File: config.mk
export PLATFORM = sky130hd
export DESIGN_NAME = regfile_sequencer
export DESIGN_NICKNAME = d
export VERILOG_FILES = /design/src/rtl/regfile_sequencer.sv
export SDC_FILE = /design/constraint.sdc
export NUM_CORES = 1
export LEC_CHECK = 0
export CORE_MARGIN = 3
export CORE_UTILIZATION = 39
export CTS_CLUSTER_SIZE = 30
export DETAILED_ROUTE_END_ITERATION = 12
export PLACE_DENSITY = 0.84
export SYNTH_ARGS = -nofsm -noshare
export SYNTH_HDL_FRONTEND = slang
export SYNTH_SLANG_ARGS = --single-unit
File: constraint.sdc
create_clock -name clk -period 2.74 [get_ports clk]
set_clock_uncertainty 0.2 [all_clocks]
set_input_delay 0.411 -clock clk [delete_from_list [all_inputs] [get_ports clk]]
set_output_delay 0.411 -clock clk [all_outputs]
set_load 0.01 [all_outputs]
File: src/rtl/regfile_sequencer.sv
// regfile_sequencer: bulk dump/load master for the 32x32 register file.
// Purpose: streams all registers out in pairs (dump) or fills regs 0..31
// from an input stream (load), for debug/boot state save and restore.
// Ports:
//   clk, reset            clock, synchronous active-high reset
//   cmdValid/cmdOp/cmdReady  command handshake (cmdOp 0 = dump, 1 = load)
//   busy, done            activity flag, one-cycle completion pulse
//   outValid/outReady     dump beat handshake
//   outIndex/outData1/2   pair index k, regs 2k and 2k+1
//   inValid/inReady/inData  load word handshake
//   readReg1/2, readData1/2  register file read ports (combinational data)
//   writeReg/writeData/write register file write port
// Build option: define REGSEQ_R0_PROTECT_EN to keep reg 0 from being
// written by a load and to report it as zero in a dump.

module regfile_sequencer (
  input  logic        clk,
  input  logic        reset,
  input  logic        cmdValid,
  input  logic        cmdOp,
  output logic        cmdReady,
  output logic        busy,
  output logic        done,
  output logic        outValid,
  input  logic        outReady,
  output logic [3:0]  outIndex,
  output logic [31:0] outData1,
  output logic [31:0] outData2,
  input  logic        inValid,
  output logic        inReady,
  input  logic [31:0] inData,
  output logic [4:0]  readReg1,
  output logic [4:0]  readReg2,
  input  logic [31:0] readData1,
  input  logic [31:0] readData2,
  output logic [4:0]  writeReg,
  output logic [31:0] writeData,
  output logic        write
);

`ifdef REGSEQ_R0_PROTECT_EN
  localparam logic R0_PROTECT = 1'b1;
`else
  localparam logic R0_PROTECT = 1'b0;
`endif

  typedef enum logic [2:0] {
    IDLE,
    DUMP_RD,
    DUMP_OUT,
    LOAD,
    DONE
  } state_t;

  state_t      state;
  logic [4:0]  idx;
  logic        write_q;
  logic        cmd_hs;
  logic        out_hs;
  logic        in_hs;
  logic        idx_zero;

  assign cmdReady = (state == IDLE) & ~reset;
  assign busy     = (state != IDLE);
  assign outValid = (state == DUMP_OUT);
  assign inReady  = (state == LOAD);

  assign cmd_hs   = cmdValid & cmdReady;
  assign out_hs   = outValid & outReady;
  assign in_hs    = inValid & inReady;
  assign idx_zero = (idx == 5'd0);

  // Read addresses only point at a real pair while fetching it.
  assign readReg1 = (state == DUMP_RD) ? {idx[3:0], 1'b0} : 5'd0;
  assign readReg2 = (state == DUMP_RD) ? {idx[3:0], 1'b1} : 5'd0;

  // The write strobe is registered, so a reset arriving in the cycle it
  // is presented must mask it or the reg file would still take it.
  assign write = write_q & ~reset;

  always_ff @(posedge clk) begin
    if (reset) begin
      state     <= IDLE;
      idx       <= 5'd0;
      write_q   <= 1'b0;
      writeReg  <= 5'd0;
      writeData <= 32'd0;
      outData1  <= 32'd0;
      outData2  <= 32'd0;
      outIndex  <= 4'd0;
      done      <= 1'b0;
    end else begin
      write_q <= 1'b0;
      done    <= 1'b0;
      unique case (state)
        IDLE: begin
          if (cmd_hs) begin
            idx   <= 5'd0;
            state <= cmdOp ? LOAD : DUMP_RD;
          end
        end
        DUMP_RD: begin
          outData1 <= (R0_PROTECT && idx_zero) ? 32'd0 : readData1;
          outData2 <= readData2;
          outIndex <= idx[3:0];
          state    <= DUMP_OUT;
        end
        DUMP_OUT: begin
          if (out_hs) begin
            if (idx == 5'd15) begin
              state <= DONE;
              done  <= 1'b1;
            end else begin
              idx   <= idx + 5'd1;
              state <= DUMP_RD;
            end
          end
        end
        LOAD: begin
          if (in_hs) begin
            writeReg  <= idx;
            writeData <= inData;
            write_q   <= ~(R0_PROTECT && idx_zero);
            if (idx == 5'd31) begin
              state <= DONE;
              done  <= 1'b1;
            end else begin
              idx <= idx + 5'd1;
            end
          end
        end
        DONE: begin
          state <= IDLE;
        end
        default: begin
          state <= IDLE;
        end
      endcase
    end
  end

endmodule
==> metrics, run 1 <==
clock latency on the worst-skew pair=0.50 ns; adder-cell share of the synthesized area=0.876%; Final Slew Violations=0; crit path kind=register to output pin; crit start category=register; crit path time final=2.59 ns; worst slew pin tran=0.700 ns; die area=0.0123 mm^2; DR DRC count=0; # IOs=223; Placer Congestion=0.879; register area share after synthesis=53.7%; Nets=850; Bufs on Longest Clock Path=2; library cells used by synthesis=36; vias per cell=4.93; status=complete, no violations; Hold/Removal Path Class=primary input to register; XOR/XNOR share of the synthesized area=0%; num rows=37; WP data required=2.13 ns; synthesized cell area=0.00429 mm^2; cells taking the most area after synthesis=dfxtp_1, nand2_1, a21oi_1; n_diodes=0; first-pass GRT wire length=21300 um; core area=0.0105 mm^2; initial core utilization=40.8%; CP arrival=1.98 ns; Fill cells=844; number of DRC markers in iteration 0=282; number of routed nets with antenna violations=0; wire per inst=14.8 um; ratio of cells with drive above 1 in the final layout=7.13%; CTS root buf=clkbuf_8; # setup viols final=0; First-pass DRT Iterations=4; Simple-Gate Fraction of Synth Area=22.9%; worst relative slew slack=53.3%; initial antenna violation count=0; cell leakage power=2.62 nW; setup TNS=0 ns; Crit Path Max Fanout=21; final hold viol count=0; cts bufs inserted=17; final setup margin=0.153 ns; syn avg cell area=7.94 um^2; Clock Sinks=115; DR vias=4400; largest family of logic cells by synthesized area=simple AND/OR/NAND/NOR gates; pin count of the biggest net entering global routing=69; number of port buffers=221; maxcap violations=0; Die H=111 um; H-Tree Depth=4; dpl ws=0.227 ns; syn nets=645; post-synthesis mux area share=0.847%; FF-to-FF setup slack=0.35 ns; largest area contributor in the netlist=dfxtp_1; Overall Global Routing Usage=21.0%; fin crit share=94.4%; Max Clk Rate=387 MHz; Area Growth Syn to Fin=65.8%; final WL=13200 um; GRT Residual Overflow=0; HPWL after DPL=9480 um; critical path endpoint category=output pin; Synth Warn #=0; peak supply drop=342 uV; CTS clk-pin slew, worst paths=0.06 ns; hold_buf cts=0; CTS tree=built; number of global-route vias before repair=4389; post-synth top area share=53.7%; Yosys reg bits=115; PD cells=677 mW/mm^2; Mapped Cells=540; Die Wd=111 um; Compound-Gate Fraction of Synth Area=15.3%; RSZ-0062 raised after global routing=no
layout make-up:
type / instances / area [um^2] / area share [%]
Sequential cell: 115 / 2300 / 32.4
Timing Repair Buffer: 229 / 2260 / 31.8
Multi-Input combinational cell: 373 / 1730 / 24.4
Clock buffer: 22 / 463 / 6.52
Tap cell: 136 / 170 / 2.40
Clock inverter: 9 / 129 / 1.81
Inverter: 9 / 46.3 / 0.652
critical path: stages, from the launching register on:
cell	delay, ns
dfxtp_1	0.36
or3_4	0.45
clkinv_8	0.12
clkdlybuf4s50_1	0.55
worst paths after layout:
kind                from  depth (start not counted)           to
max             state[2]                          3  readReg2[0]
min reg2reg  outIndex[0]                          2  outIndex[0]
max reg2reg       idx[0]                          7       idx[3]
min                reset                          2      write_q
power by group:
group	internal, mW	leakage [nW]	switching [mW]
logic	0.410	1.40	0.388
registers	1.78	0.933	0.0610
clock network	1.45	0.287	0.730
total	3.63	2.62	1.18
repair_timing:
| item | CTS | global route |
|---|---|---|
| gates cloned | 0 | 0 |
| setup endpoints to repair | 9 | 3 |
| gates resized for setup | 11 | 3 |
| buffers inserted | 0 | 0 |
| hold endpoints to repair | 0 | 0 |
cells in the final DEF, fill, tap and decap left out, types with 3 or more instances in the layout:
master and count:
nand2_1 214, clkdlybuf4s50_1 211, dfxtp_1 114, a21oi_1 108
clkbuf_16 16, nor2_1 9, buf_4 9, dlygate4sd2_1 8
inv_1 7, nor2b_1 5, nand3_1 5, clkbuf_8 4
nand2b_1 3, a31o_2 3, ha_1 3, clkinv_2 3
bufinv_16 3
layer usage:
layer / wire, um / track usage (%) / up-vias
li1: - / - / 2149
met1: 5150 / 22.7 / 2052
met2: 6790 / 37.5 / 177
met3: 1060 / 7.42 / 22
met4: 192 / 7.64 / 0
met5: 0 / 0 / -
cell usage after synthesis:
library cell,n
o21ai_2,1
a2111oi_4,1
buf_2,16
or3_1,2
a221o_1,1
a31oi_1,1
conb_1,1
a21oi_1,108
nand2b_1,3
nor2b_1,5
buf_1,1
a32oi_1,1
mux2_2,1
nor3b_1,1
nand3_1,5
clkbuf_1,16
dfxtp_1,115
nand2b_4,1
mux2_4,1
nor2_1,10
inv_2,1
mux2i_1,1
a31o_2,3
inv_1,7
o211a_1,1
or3b_1,1
ha_1,3
o21ai_0,2
buf_6,3
clkinv_2,1
a21oi_2,1
nand2_1,214
nand2_2,1
and3_1,2
buf_4,7
nor4_1,1
registers in the layout, summed over array words and instances (netlist names):
signal / count
idx: 5
outIndex: 4
outData1: 32
state: 3
done: 1
writeReg: 5
write_q: 1
writeData: 32
outData2: 32
kinds of logic (layout without fill, tap and decap cells):
kind of cell / Yosys count / in the layout
buffers and inverters: 52 / 269
flip-flops: 115 / 115
AO/OA/AOI/OAI: 120 / 120
other: 1 / 1
adder cells (fa/ha/maj): 3 / 3
AND/OR/NAND/NOR: 246 / 246
multiplexers: 3 / 3
per-stage QoR:
step / hold slack (ns) / power [mW] / std cells / area [um^2] / utilization, %
6_report: 0.113 / 4.81 / 893 / 7100 / 67.6
4_1_cts: 0.103 / 4.85 / 893 / 7100 / 67.5
2_1_floorplan: 0.249 / 2.23 / 540 / 4290 / -
3_3_place_gp: 0.241 / 2.63 / 862 / 6500 / 61.8
5_1_grt: 0.123 / 5.02 / 893 / 7100 / 67.6
3_5_place_dp: 0.246 / 2.66 / 862 / 6500 / 61.8
No activity file was read; power rests on OpenSTA's default activity.
==> inputs of run 2 (changes only) <==
--- a/config.mk
+++ b/config.mk
@@ -7,6 +7,7 @@
 export LEC_CHECK = 0
 export CORE_MARGIN = 3
 export CORE_UTILIZATION = 39
+export CTS_CLUSTER_DIAMETER = 200
 export CTS_CLUSTER_SIZE = 30
 export DETAILED_ROUTE_END_ITERATION = 12
 export PLACE_DENSITY = 0.84
==> constraint.sdc (replaced) <==
create_clock -name clk -period 2.8 [get_ports clk]
set_clock_uncertainty 0.2 [all_clocks]
set_input_delay 0.42 -clock clk [delete_from_list [all_inputs] [get_ports clk]]
set_output_delay 0.42 -clock clk [all_outputs]
set_load 0.01 [all_outputs]
==> run 2 against run 1 <==
  * First-iteration DRC count increased by 20%
  * Die area is the same
  * Sequential power decreased by 2%
  * Largest cell class unchanged
  * Combinational power shrank 3.1%
  * Largest power group unchanged
  * Clock power shrank 6%
  * Flip-flop and latch count stayed put
  * Non-clock buffer count unchanged
  * Utilization shrank 0.14 points
  * Cell count down 0.22%
  * Via count shrank 1.8%
  * Critical path depth increased by 1
==> metrics, run 2 (synthesis gave the netlist of run 1 again) <==
maxcap violations=0 (unchanged); clock latency on the worst-skew pair=0.49 ns (was 0.50 ns); setup TNS=0 ns (unchanged); DR DRC count=0 (unchanged); commonest non-fill, non-tap cell in the layout=nand2_1 (unchanged); met2 wire length=6660 um (was 6790 um); worst reg-to-reg path cell count=7 (unchanged); top flop regs=outData1 (32), outData2 (32), writeData (32) (unchanged); DR vias=4323 (was 4400); Area Growth Syn to Fin=65.4% (was 65.8%); Placer Congestion=0.885 (was 0.879); number of global-route vias before repair=4319 (was 4389); Cells on Worst Hold Path=2 (unchanged); Bufs on Longest Clock Path=2 (unchanged); RSZ-0062 raised after global routing=no (unchanged); Reg-to-Reg End=idx[3] (unchanged); Die H=111 um (unchanged); commonest non-fill, non-tap cells in the layout=nand2_1, clkdlybuf4s50_1, dfxtp_1 (unchanged); cts bufs inserted=17 (unchanged); ratio of cells with drive above 1 in the final layout=6.75% (was 7.13%); Die Wd=111 um (unchanged); status=complete, no violations (unchanged); vias per cell=4.85 (was 4.93); number of DRC markers in iteration 0=339 (was 282); hold path start=reset (unchanged); num rows=37 (unchanged); cell leakage power=2.67 nW (was 2.62 nW); Fin Hold WS=0.136 ns (was 0.113 ns); worst slew pin tran=0.688 ns (was 0.700 ns); Crit Path Max Fanout=11 (was 21); First-pass DRT Iterations=4 (unchanged); Hold/Removal Path Class=primary input to register (unchanged); initial core utilization=40.8% (unchanged); PD cells=650 mW/mm^2 (was 677 mW/mm^2); GRT Residual Overflow=0 (unchanged); Nets=850 (unchanged); initial antenna violation count=0 (unchanged); Clock Sinks=115 (unchanged); # setup viols final=0 (unchanged); crit path time final=2.69 ns; CTS tree=built (unchanged); final hold viol count=0 (unchanged); CTS root buf=clkbuf_8 (unchanged); # IOs=223 (unchanged); M1 WL=5060 um (was 5150 um); CP arrival=2.07 ns (was 1.98 ns); number of routed nets with antenna violations=0 (unchanged); critical path endpoint category=output pin (unchanged); die area=0.0123 mm^2 (unchanged); hold_buf cts=0 (unchanged); number of port buffers=221 (unchanged); first-pass GRT wire length=21300 um (unchanged); crit start category=register (unchanged); HPWL after DPL=9460 um (was 9480 um); Top Layer Used=met4 (unchanged); fin cells=891 (was 893); wire per inst=14.5 um (was 14.8 um); pin count of the biggest net entering global routing=69 (unchanged); crit path kind=register to output pin (unchanged); Overall Global Routing Usage=20.8% (was 21.0%); CTS clk-pin slew, worst paths=0.05 ns (was 0.06 ns); Hold EP=write_q (unchanged); Max Clk Rate=372 MHz; FF-to-FF setup slack=0.40 ns (was 0.35 ns); H-Tree Depth=4 (unchanged); met3 wire length=1020 um (was 1060 um); final WL=12900 um (was 13200 um); origin of the critical flop-to-flop path=idx[0] (unchanged); core area=0.0105 mm^2 (unchanged); worst relative slew slack=54.1% (was 53.3%); WP data required=2.18 ns (was 2.13 ns); placed cell count=862 (unchanged); Final Slew Violations=0 (unchanged); n_diodes=0 (unchanged); fin crit share=96.0%; peak supply drop=319 uV (was 342 uV)
[run 2: changes by cell type in the layout (fill, tap and decap cells not counted)]
cell	before	now
dlygate4sd2_1	8	3
clkinvlp_4	2	0
dlymetal6s2s_1	1	5
or3_1	0	1
clkinv_4	1	0
bufinv_16	3	2
clkdlybuf4s50_1	211	212
or3_4	2	1
clkbuf_8	4	6
[run 2: cell type report]
| cell class | count | area (um^2) |
|---|---|---|
| fillers | 832 | 3420 |
| repair buffers | 229 | 2280 |
| clock buffers | 24 | 490 |
| multi-input cells | 373 | 1730 |
| clock inverters | 5 | 75.1 |
| flip-flops and latches | 115 | 2300 |
| well taps | 136 | 170 |
| inverters | 9 | 46.3 |
[run 2: what timing repair did]
action | CTS | global route
hold endpoints to repair | 0 | 0
pin swaps | 0 | 0
setup buffers | 0 | 0
gates resized for setup | 6 | 6
endpoints found under the setup margin | 9 | 5
[run 2: critical path, stage by stage (launching register included)]
cell	delay (ns)
dfxtp_1	0.32
buf_4	0.18
or3_1	0.42
nor2_1	0.11
clkdlybuf4s50_1	0.54
[run 2: worst max-delay path by stage]
stage	from	depth (start not counted)	slack, ns	endpoint
after global routing	state[0]	4	0.01	cmdReady
after detailed placement	state[0]	6	0.30	readReg1[4]
after CTS	state[0]	6	0.009	readReg2[4]
after floorplan	idx[0]	7	0.66	idx[3]
after global placement	state[0]	6	0.34	readReg1[4]
final	state[0]	4	0.11	cmdReady
[run 2: through the flow]
stage / util [%] / power [mW] / setup WS [ns] / instance area (um^2)
6_report: 67.5 / 4.61 / 0.113 / 7090
3_3_place_gp: 61.8 / 2.57 / 0.339 / 6500
2_1_floorplan: - / 2.18 / 0.657 / 4290
3_5_place_dp: 61.8 / 2.60 / 0.304 / 6500
5_1_grt: 67.5 / 4.81 / 0.0146 / 7090
4_1_cts: 67.3 / 4.66 / 0.00914 / 7080
[run 2: where the power goes]
part	switching, mW	internal, mW
clock network	0.674	1.36
logic	0.373	0.399
registers	0.0583	1.74
total	1.11	3.50
[run 2: per-layer routing]
metal	GRT usage, %	vias to the layer above
met3	7.15	17
met4	6.08	0
met5	0	-
li1	-	2146
met1	22.9	1997
met2	37.7	163
==> inputs of run 3 (changes only) <==
--- a/config.mk
+++ b/config.mk
@@ -5,11 +5,13 @@
 export SDC_FILE = /design/constraint.sdc
 export NUM_CORES = 1
 export LEC_CHECK = 0
-export CORE_MARGIN = 3
+export CAP_MARGIN = 20
+export CORE_MARGIN = 2
 export CORE_UTILIZATION = 39
 export CTS_CLUSTER_DIAMETER = 200
 export CTS_CLUSTER_SIZE = 30
 export DETAILED_ROUTE_END_ITERATION = 12
+export GPL_ROUTABILITY_DRIVEN = 0
 export PLACE_DENSITY = 0.84
 export SYNTH_ARGS = -nofsm -noshare
 export SYNTH_HDL_FRONTEND = slang
==> run 3 against run 2 <==
  * Power decreased by 2.3%
  * Flip-flop and latch count did not move
  * Worst setup slack got worse by 0.0014 ns
  * Routed wire length is 3.5% lower
  * Critical path depth unchanged
  * Critical path type unchanged
  * Largest cell class unchanged
==> metrics, run 3 (synthesis gave the netlist of run 1 again) <==
area of the multi-input gates=0.00172 mm^2 (was 0.00173 mm^2); fin crit share=96.0% (about the same); HPWL after DPL=8880 um (was 9460 um); Cell Area, Placed=0.00651 mm^2 (was 0.00650 mm^2); critical path endpoint category=output pin (unchanged); DR vias=4341 (was 4323); FF-to-FF setup slack=0.43 ns (was 0.40 ns); number of routed nets with antenna violations=0 (unchanged); PD cells=639 mW/mm^2 (was 650 mW/mm^2); Fill cells=874 (was 832); # IOs=223 (unchanged); Overall Global Routing Usage=20.9% (was 20.8%); top flop regs=outData1 (32), outData2 (32), writeData (32) (unchanged); Storage cell area=0.00230 mm^2 (about the same); Clock Sinks=115 (unchanged); setup bufs post-CTS=0 (unchanged); cell leakage power=2.57 nW (was 2.67 nW); initial core utilization=39.7% (was 40.8%); Hold EP=write_q (unchanged); CP top delay family=buffers and inverters (unchanged); CP bufs+invs=2 (unchanged); CP arrival=2.07 ns (about the same); WP data required=2.18 ns (about the same); P_int=3.37 mW (was 3.50 mW); crit path kind=register to output pin (unchanged); hold path start=reset (unchanged); Cells on Worst Hold Path=2 (unchanged); CTS tree=built (unchanged); Reg-to-Reg End=idx[3] (unchanged); First-pass DRT Iterations=4 (unchanged); Die Wd=109 um (was 111 um); number of global-route vias before repair=4167 (was 4319); CTS clk-pin slew, worst paths=0.05 ns (about the same); setup TNS=0 ns (unchanged); post-CTS sizing=9 (was 6); Crit Path Max Fanout=11 (unchanged); H-Tree Depth=4 (unchanged); Max stage delay on crit path=0.55 ns (was 0.54 ns); commonest non-fill, non-tap cells in the layout=nand2_1, clkdlybuf4s50_1, dfxtp_1 (unchanged); # setup viols final=0 (unchanged); GRT Residual Overflow=0 (unchanged); Die H=109 um (was 111 um); CTS root buf=clkbuf_8 (unchanged); Hold/Removal Path Class=primary input to register (unchanged); worst reg-to-reg path cell count=7 (unchanged); Comb pwr share=17.0% (was 16.8%); Nets=849 (was 850); commonest non-fill, non-tap cell in the layout=nand2_1 (unchanged); core area=0.0108 mm^2 (was 0.0105 mm^2); DR DRC count=0 (unchanged); first-pass GRT wire length=19500 um (was 21300 um); Max Clk Rate=372 MHz (about the same); worst relative slew slack=48.5% (was 54.1%); Sw Pwr=1.13 mW (was 1.11 mW); wire per inst=13.9 um (was 14.5 um); number of port buffers=221 (unchanged); initial antenna violation count=0 (unchanged); clock latency on the worst-skew pair=0.50 ns (was 0.49 ns); Area Growth Syn to Fin=64.5% (was 65.4%); RSZ-0062 raised after global routing=no (unchanged); number of DRC markers in iteration 0=257 (was 339); status=complete, no violations (unchanged); hold_buf cts=0 (unchanged); Seq pwr share=39.8% (was 39.0%); final hold viol count=0 (unchanged); switching power share of the total=25.1% (was 24.0%); num rows=38 (was 37); origin of the critical flop-to-flop path=idx[0] (unchanged); Pwr Total=4.50 mW (was 4.61 mW); crit start category=register (unchanged); Clock Power Share=43.1% (was 44.2%); Final Slew Violations=0 (unchanged); peak supply drop=355 uV (was 319 uV); die area=0.0118 mm^2 (was 0.0123 mm^2); vias per cell=4.84 (was 4.85); n_diodes=0 (unchanged); crit-path cells=buf_4 -> or3_1 -> nor2_1 -> clkdlybuf4s50_1 (unchanged); pin count of the biggest net entering global routing=77 (was 69); Non-Filler Cell Area, Final=0.00705 mm^2 (was 0.00709 mm^2); Bufs on Longest Clock Path=2 (unchanged); Slowest-stage cell, CP=clkdlybuf4s50_1 (unchanged); maxcap violations=0 (unchanged); crit path time final=2.69 ns (about the same); worst slew pin tran=0.772 ns (was 0.688 ns); ratio of cells with drive above 1 in the final layout=6.74% (was 6.75%); cts bufs inserted=17 (unchanged); final WL=12500 um (was 12900 um)
-- run 3: cell count changes in the layout (fill, tap and decap cells not counted), moves of 2 or more --
cell	previous run	this run
dlygate4sd2_1	3	8
dlymetal6s2s_1	5	0
clkinvlp_4	0	4
buf_4	9	7
clkbuf_8	6	4
-- run 3: cell type report --
cell class / count / share of cell area (%)
sequential: 115 / 32.7
timing repair buffer: 228 / 32.1
multi-input combinational: 373 / 24.4
clock buffer: 23 / 6.62
tap: 140 / 2.48
clock inverter: 9 / 1.14
inverter: 9 / 0.550
-- run 3: through the flow --
step,cells,setup WS (ns),hold slack [ns],utilization (%)
after floorplan,540,0.657,0.249,-
after global placement,865,0.457,0.241,60.3
after detailed placement,865,0.421,0.246,60.3
after CTS,897,0.0781,0.116,65.3
after global routing,897,0.0103,0.154,65.3
final,897,0.112,0.142,65.3
-- run 3: power groups by stage --
stage	Sequential (mW)	Clock (mW)	Combinational, mW
5_1_grt	1.80	2.07	0.834
2_1_floorplan	1.87	0	0.319
3_5_place_dp	1.83	0	0.765
4_1_cts	1.79	1.99	0.774
3_3_place_gp	1.82	0	0.750
6_report	1.79	1.94	0.768
-- run 3: layer usage --
layer	share of wire, %	wire (um)	global-route usage [%]
met5	0	0	0
met4	1.7	214	8.97
met3	9.3	1160	8.67
met2	50	6250	36.2
met1	39	4860	22.5
-- run 3: worst max path at each step --
| stage | to | from | depth (start not counted) | slack, ns |
|---|---|---|---|---|
| after floorplan | idx[3] | idx[0] | 7 | 0.66 |
| after global placement | readReg2[4] | state[0] | 6 | 0.46 |
| after detailed placement | readReg1[4] | state[0] | 6 | 0.42 |
| after CTS | cmdReady | state[0] | 4 | 0.08 |
| after global routing | cmdReady | state[0] | 4 | 0.01 |
| final | cmdReady | state[0] | 4 | 0.11 |
